File: src/rtl/pipereg_skid_if.sv
// Handshake bundle between an upstream stage, the pipereg_skid stage and its downstream consumer.
// valid/ready: an entry moves when valid & ready are both high at a rising edge; valid and its payload hold until then.
interface pipereg_skid_if #(
  parameter int DATA_W = 32,
  parameter int CTRL_W = 24
);
  logic              in_valid;
  logic              in_ready;
  logic [DATA_W-1:0] in_data;
  logic [CTRL_W-1:0] in_ctrl;
  logic              out_valid;
  logic              out_ready;
  logic [DATA_W-1:0] out_data;
  logic [CTRL_W-1:0] out_ctrl;
  logic [1:0]        occupancy;

  // Environment side: feeds entries in, drains them out.
  modport master (
    output in_valid, in_data, in_ctrl, out_ready,
    input  in_ready, out_valid, out_data, out_ctrl, occupancy
  );

  // Stage side.
  modport slave (
    input  in_valid, in_data, in_ctrl, out_ready,
    output in_ready, out_valid, out_data, out_ctrl, occupancy
  );
endinterface

File: src/rtl/pipereg_skid.sv
// Two-entry pipeline register: a head entry driving the outputs plus a skid entry that absorbs
// one extra input so in_ready depends only on registered state.
module pipereg_skid #(
  parameter int DATA_W   = 32,
  parameter int CTRL_W   = 24,
  parameter bit CLR_DATA = 1'b1
) (
  input  logic           clk,
  input  logic           rst,
  input  logic           flush,
  pipereg_skid_if.slave  bus
);

  logic              main_valid;
  logic [DATA_W-1:0] main_data;
  logic [CTRL_W-1:0] main_ctrl;
  logic              skid_valid;
  logic [DATA_W-1:0] skid_data;
  logic [CTRL_W-1:0] skid_ctrl;

  logic in_fire;
  logic out_fire;

  assign bus.in_ready  = !skid_valid;
  assign in_fire       = bus.in_valid & bus.in_ready;
  assign out_fire      = main_valid & bus.out_ready;

  // A bubble always carries an all-zero control word so downstream treats it as a no-op.
  assign bus.out_valid = main_valid;
  assign bus.out_data  = main_data;
  assign bus.out_ctrl  = main_valid ? main_ctrl : '0;
  assign bus.occupancy = {1'b0, main_valid} + {1'b0, skid_valid};

  always_ff @(posedge clk) begin
    if (rst) begin
      main_valid <= 1'b0;
      skid_valid <= 1'b0;
      main_ctrl  <= '0;
      skid_ctrl  <= '0;
      main_data  <= '0;
      skid_data  <= '0;
    end else if (flush) begin
      main_valid <= 1'b0;
      skid_valid <= 1'b0;
      main_ctrl  <= '0;
      skid_ctrl  <= '0;
      if (CLR_DATA) begin
        main_data <= '0;
        skid_data <= '0;
      end
    end else if (!main_valid) begin
      // Skid is never occupied while main is empty, so input goes straight to the head.
      if (in_fire) begin
        main_valid <= 1'b1;
        main_data  <= bus.in_data;
        main_ctrl  <= bus.in_ctrl;
      end
    end else if (out_fire) begin
      if (skid_valid) begin
        main_data  <= skid_data;
        main_ctrl  <= skid_ctrl;
        skid_valid <= 1'b0;
      end else if (in_fire) begin
        main_data <= bus.in_data;
        main_ctrl <= bus.in_ctrl;
      end else begin
        main_valid <= 1'b0;
      end
    end else if (in_fire) begin
      skid_valid <= 1'b1;
      skid_data  <= bus.in_data;
      skid_ctrl  <= bus.in_ctrl;
    end
  end

endmodule

File: src/flat_wrapper.sv
// flat-port wrapper written by rule: the top's interface ports become plain ports
module pipereg_skid_flat 
#(
  parameter int DATA_W   = 32,
  parameter int CTRL_W   = 24,
  parameter bit CLR_DATA = 1'b1
)
  (clk, rst, flush, bus_in_valid, bus_in_data, bus_in_ctrl, bus_out_ready, bus_in_ready, bus_out_valid, bus_out_data, bus_out_ctrl, bus_occupancy);
  pipereg_skid_if #(.DATA_W(DATA_W), .CTRL_W(CTRL_W)) bus_i ();
  input  logic clk;
  input  logic rst;
  input  logic flush;
  input wire logic [$bits(bus_i.in_valid)-1:0] bus_in_valid;
  input wire logic [$bits(bus_i.in_data)-1:0] bus_in_data;
  input wire logic [$bits(bus_i.in_ctrl)-1:0] bus_in_ctrl;
  input wire logic [$bits(bus_i.out_ready)-1:0] bus_out_ready;
  output wire logic [$bits(bus_i.in_ready)-1:0] bus_in_ready;
  output wire logic [$bits(bus_i.out_valid)-1:0] bus_out_valid;
  output wire logic [$bits(bus_i.out_data)-1:0] bus_out_data;
  output wire logic [$bits(bus_i.out_ctrl)-1:0] bus_out_ctrl;
  output wire logic [$bits(bus_i.occupancy)-1:0] bus_occupancy;
  assign bus_i.in_valid = bus_in_valid;
  assign bus_i.in_data = bus_in_data;
  assign bus_i.in_ctrl = bus_in_ctrl;
  assign bus_i.out_ready = bus_out_ready;
  assign bus_in_ready = bus_i.in_ready;
  assign bus_out_valid = bus_i.out_valid;
  assign bus_out_data = bus_i.out_data;
  assign bus_out_ctrl = bus_i.out_ctrl;
  assign bus_occupancy = bus_i.occupancy;
  pipereg_skid #(.DATA_W(DATA_W), .CTRL_W(CTRL_W), .CLR_DATA(CLR_DATA)) u_core (.clk(clk), .rst(rst), .flush(flush), .bus(bus_i));
endmodule
File: config.mk
export PLATFORM = sky130hd
export DESIGN_NAME = pipereg_skid_flat
export DESIGN_NICKNAME = d
export VERILOG_FILES = /design/src/rtl/pipereg_skid_if.sv /design/src/rtl/pipereg_skid.sv /design/src/flat_wrapper.sv
export SDC_FILE = /design/constraint.sdc
export NUM_CORES = 1
export LEC_CHECK = 0
export BUFFER_PORTS_ARGS = -buffer_cell sky130_fd_sc_hd__buf_2
export CAP_MARGIN = 30
export CORE_UTILIZATION = 40
export DETAILED_ROUTE_END_ITERATION = 10
export PLACE_DENSITY = 0.6
export SYNTH_ARGS = -nofsm -noshare
export SYNTH_HDL_FRONTEND = slang
export SYNTH_SLANG_ARGS = --single-unit
File: constraint.sdc
create_clock -name clk -period 3.1 [get_ports clk]
set_input_delay 0.31 -clock clk [delete_from_list [all_inputs] [get_ports clk]]
set_output_delay 0.31 -clock clk [all_outputs]
set_load 0.05 [all_outputs]
After elaboration in Yosys (flattened, before gate mapping) --
Cells that the tools add are included.
Word-level totals: flip-flop bits (word level) 114, memories 0, bits in latches 0, input port bits 61, word-level logic and storage cells 31, RAM bits 0, memory bits (read-only) 0, output and inout bits 60
Cells by class: div/mod/pow operators 0, add/subtract/negate cells 1, reduce and logical (&&, ||, !) cells 5, equality and inequality tests 1, order comparisons 0, $mul 0, shifts and indexed selects 0, mux-type cells 15, bitwise operators 3
Operators with widths (number):
- $mux W32 | 4
- $mux W24 | 5
- $mux W1 | 6
- $reduce_and A3 Y1 | 1
- $add A1 B1 Y2 | 1
- $and A1 B1 Y1 | 2
- $ne A2 B2 Y1 const B | 1
- $reduce_and A2 Y1 | 1
- $reduce_bool A2 Y1 | 1
- $reduce_or A2 Y1 | 1
- $logic_not A1 Y1 | 1
- $not A1 Y1 | 1

Logic depth before layout (Yosys ltp) --
depth after elaboration 6, mapped depth 6, depth with buffers taken out 3

Least setup slack after synthesis --
OpenSTA, ideal clock, no wires.
kind register to output, start point reg u_core.main_valid, in the netlist u_core.bus.out_valid, end point out bus_out_ctrl[10], slack 1.192 ns, path buffers 2, stages on the path, launching flop included 4, data arrival time 1.598 ns, required time 2.790 ns, path through dfxtp_1 buf_4 clkbuf_1 and2_1
Between the ends: word-level cells in the longest chain between the ends 1
RTL lines:
- start, declared | line pipereg_skid.sv:14 | logic main_valid;
- start signal, assigned | line pipereg_skid.sv:36 | main_valid <= 1'b0;
- start signal, assigned | line pipereg_skid.sv:43 | main_valid <= 1'b0;
- start signal, assigned | line pipereg_skid.sv:54 | main_valid <= 1'b1;
- $mux W24 | line pipereg_skid.sv:31 | assign bus.out_ctrl = main_valid ? main_ctrl : '0;
- end, declared | line flat_wrapper.sv:20 | output wire logic [$bits(bus_i.out_ctrl)-1:0] bus_out_ctrl;
No other way between the ends.

Worst setup path after layout --
start point reg u_core.main_valid, in the netlist u_core.bus.out_valid, end point reg u_core.main_ctrl[16]
Between the ends: word-level cells in the longest chain between the ends 2, elaborated cells on any way between the ends 3, those cells by class eq/ne: 1; mux: 1; bitwise: 1
RTL lines:
- $and A1 B1 Y1 | line pipereg_skid.sv:26 | assign out_fire = main_valid & bus.out_ready;
- $ne A2 B2 Y1 (no line)
- end signal, assigned | line pipereg_skid.sv:56 | main_ctrl <= bus.in_ctrl;
- end signal, assigned | line pipereg_skid.sv:61 | main_ctrl <= skid_ctrl;
- end signal, assigned | line pipereg_skid.sv:65 | main_ctrl <= bus.in_ctrl;
- end, declared | line pipereg_skid.sv:16 | logic [CTRL_W-1:0] main_ctrl;
Several ways; a longest one is shown, not always the timed one. A chain may end at the register's enable or synchronous reset.

==> impl_metrics.ini <==
[timing]
fin_crit_sh_pct = 69.8
finClkSkew_ns = 0.00869
hold_viol_final = 0
rsz0062_at_grt = no
tightestPinTransition_ns = 0.750
slew_headroom_pct = 49.9
final_max_slew_viol_count = 0
max_freq_ghz = 0.462
setup_viol = 0
fin_tns_setup_ns = 0
post-route-min-period_ns = 2.16
setup_ws_ns = 0.936

[synth]
synth_area_leaders = dfxtp_1 50%, o221a_2 12%, nand2_1 9.4%
netlist_area_sq_um = 4530
ys.flop_type = dfxtp_1
ys_ff_latch = 114
synth_nets = 543
synth_top_cell_area_share_pct = 50.4
ys_seq_area_share_pct = 50.4
yosysWarningCount = 0
avgSynthCellArea_sq_um = 9.42
synthesis.instances = 481
ys_types = 23
synth_edf_count = 0
async_flop_share_pct = 0
synth_most_common_cell = dfxtp_1
synthTopCellsByCount = 114 x dfxtp_1, 113 x nand2_1, 58 x a21oi_1
yosysTopAreaCell = dfxtp_1

[finish]
finalNetCount = 648
nFillCells = 1017
area_growth_pct = 27.5
drive_above_1_share_pct = 36.7

[clocking]
clk_pin_slew_ns = 0.05
postCtsHoldBufs = 0
cts-htree-levels = 4
ctsRootBufferMaster = clkbuf_16
clk-insertion-delay-late_ns = 0.40
cts_num_sinks = 114
cts_setup_buffers = 0
numCtsBuffers = 17
cts_tree = built
ctsLongestPathBuffers = 2
cts_resized = 0

[power_and_ir_drop]
p_int_w = 0.00277
powerDensity_nw_per_um2 = 636
power.switching_w = 0.000900
p_clk_share_pct = 49.4
ir_drop_v = 0.000396
pwr-share-comb_pct = 9.0
p_seq_share_pct = 41.6
power_w = 0.00367
netSwitchingFraction_pct = 24.5
p_leak_nw = 2.39

[routing]
ant_nets = 0
drc_errors = 0
post_drt_wl_per_cell_um = 16.2
vias = 3926
drt-initial-drc-count = 243
dr.pass1.iters = 5
routed_wl_um = 12000
vias_per_cell = 5.32

[global_route]
grt_usage_pct = 21.3
grt_pass1_wl_um = 19300
antenna_found_initial = 1
gr-total-overflow = 0
grt_max_degree = 57
grt_pass1_vias = 3799

[run]
maxCapViolations = 0

[die]
placementRows = 38
start_util_pct = 41.4
fp.dieH_um = 108
core_sq_um = 10900
fp.dieW_um = 108
die_area_sq_um = 11800
ios = 121

[worst_setup_path]
worst_setup_path_start_kind = flop
path_max_fanout = 33
cpMaxStageDelayCell = nand3_2
cpLargestDelayFamily = simple AND/OR/NAND/NOR gates
critPathBufInv = 1
crit_chain = nand2b_1, nand3_2, buf_4, o221a_2
cp_data_required_time_ns = 3.38
critPathKind = flop to flop
cp.arrival_ns = 2.45
crit_path_end_kind = flop
crit_path_max_incr_delay_ns = 0.59

[placed_design]
numPortBuffers = 120
dp.final_hpwl_um = 7160
place_ws_ns = 0.907
gp_congestion = 0.695

[worst_hold_path]
min-delay-path-class = input port to flop

[run_status]
status = completed
==> routing by layer <==
layer | track usage [%] | up-vias | share of wire, % | wire length (um)
li1 | - | 1923 | - | -
met3 | 7.05 | 7 | 8.1 | 972
met4 | 6.56 | 0 | 0.75 | 90
met5 | 0 | - | 0 | 0
met1 | 27.2 | 1853 | 46 | 5460
met2 | 33.8 | 143 | 46 | 5450
==> power groups by stage <==
stage	registers [W]	logic [W]	clock network, W
CTS	0.00153	0.000333	0.00184
finish	0.00153	0.000331	0.00181
global placement	0.00156	0.000328	0
global route	0.00153	0.000355	0.00192
detailed placement	0.00156	0.000331	0
floorplan	0.00162	0.000153	0
==> worst register-to-register path: stages (launching register included) <==
cell and delay [ns]:
dfxtp_1 0.48, nand2b_1 0.21, nand3_2 0.59, buf_4 0.48, o221a_2 0.30
==> area by class of cell <==
| type | instances | area, sq um | area share (%) |
|---|---|---|---|
| antenna | 1 | 2.50 | 0.0433 |
| clock buffer | 20 | 467 | 8.08 |
| clock inverter | 10 | 86.3 | 1.50 |
| inverter | 2 | 7.51 | 0.130 |
| multi-input combinational | 319 | 2050 | 35.5 |
| sequential | 114 | 2280 | 39.5 |
| tap | 140 | 175 | 3.03 |
| timing repair buffer | 132 | 703 | 12.2 |
==> flip-flops by register name, summed over array words and instances (netlist names) <==
name,flops
u_core.main_ctrl,24
u_core.bus.out_valid,1
u_core.skid_ctrl,24
u_core.skid_valid,1
u_core.bus.out_data,32
u_core.skid_data,32
==> path summary, 6_finish.rpt <==
kind / from / endpoint / slack (ns) / cells past startpoint
worst max register to register: u_core.bus.out_valid / u_core.main_ctrl[16] / 0.94 / 4
worst min-delay path: bus_in_data[20] / u_core.skid_data[20] / 0.16 / 3
worst max-delay path: u_core.bus.out_valid / u_core.main_ctrl[16] / 0.94 / 4
worst min register to register: u_core.skid_ctrl[2] / u_core.skid_ctrl[2] / 0.45 / 2
==> kinds of logic (layout without fill, tap and decap cells) <==
group | Yosys count | after routing | share of synthesized area [%]
AO/OA/AOI/OAI | 173 | 173 | 30.1
AND/OR/NAND/NOR | 145 | 145 | 14.0
flip-flops | 114 | 114 | 50.4
buffers and inverters | 48 | 164 | 5.17
adder cells (fa/ha/maj) | 1 | 1 | 0.276
other | 0 | 1 | 0
==> metrics by stage <==
| step | instance area [sq um] | utilization [%] | hold WS, ns | cells |
|---|---|---|---|---|
| after CTS | 5770 | 52.8 | 0.143 | 737 |
| after global routing | 5770 | 52.8 | 0.138 | 737 |
| after floorplan | 4530 | - | 0.410 | 481 |
| after global placement | 5220 | 47.7 | 0.441 | 707 |
| after detailed placement | 5220 | 47.7 | 0.447 | 707 |
| final | 5770 | 52.8 | 0.157 | 738 |
==> cell usage in the layout (no fill, tap or decap), drive strengths merged, types with 2 or more instances in the layout <==
cell,n
nand3,2
buf,132
clkinv,6
clkinvlp,3
dfxtp,114
clkbuf,20
o21a,56
inv,2
and2,24
nand2b,2
nand2,113
a21oi,58
o221a,56
(Power assumes the default switching activity.)
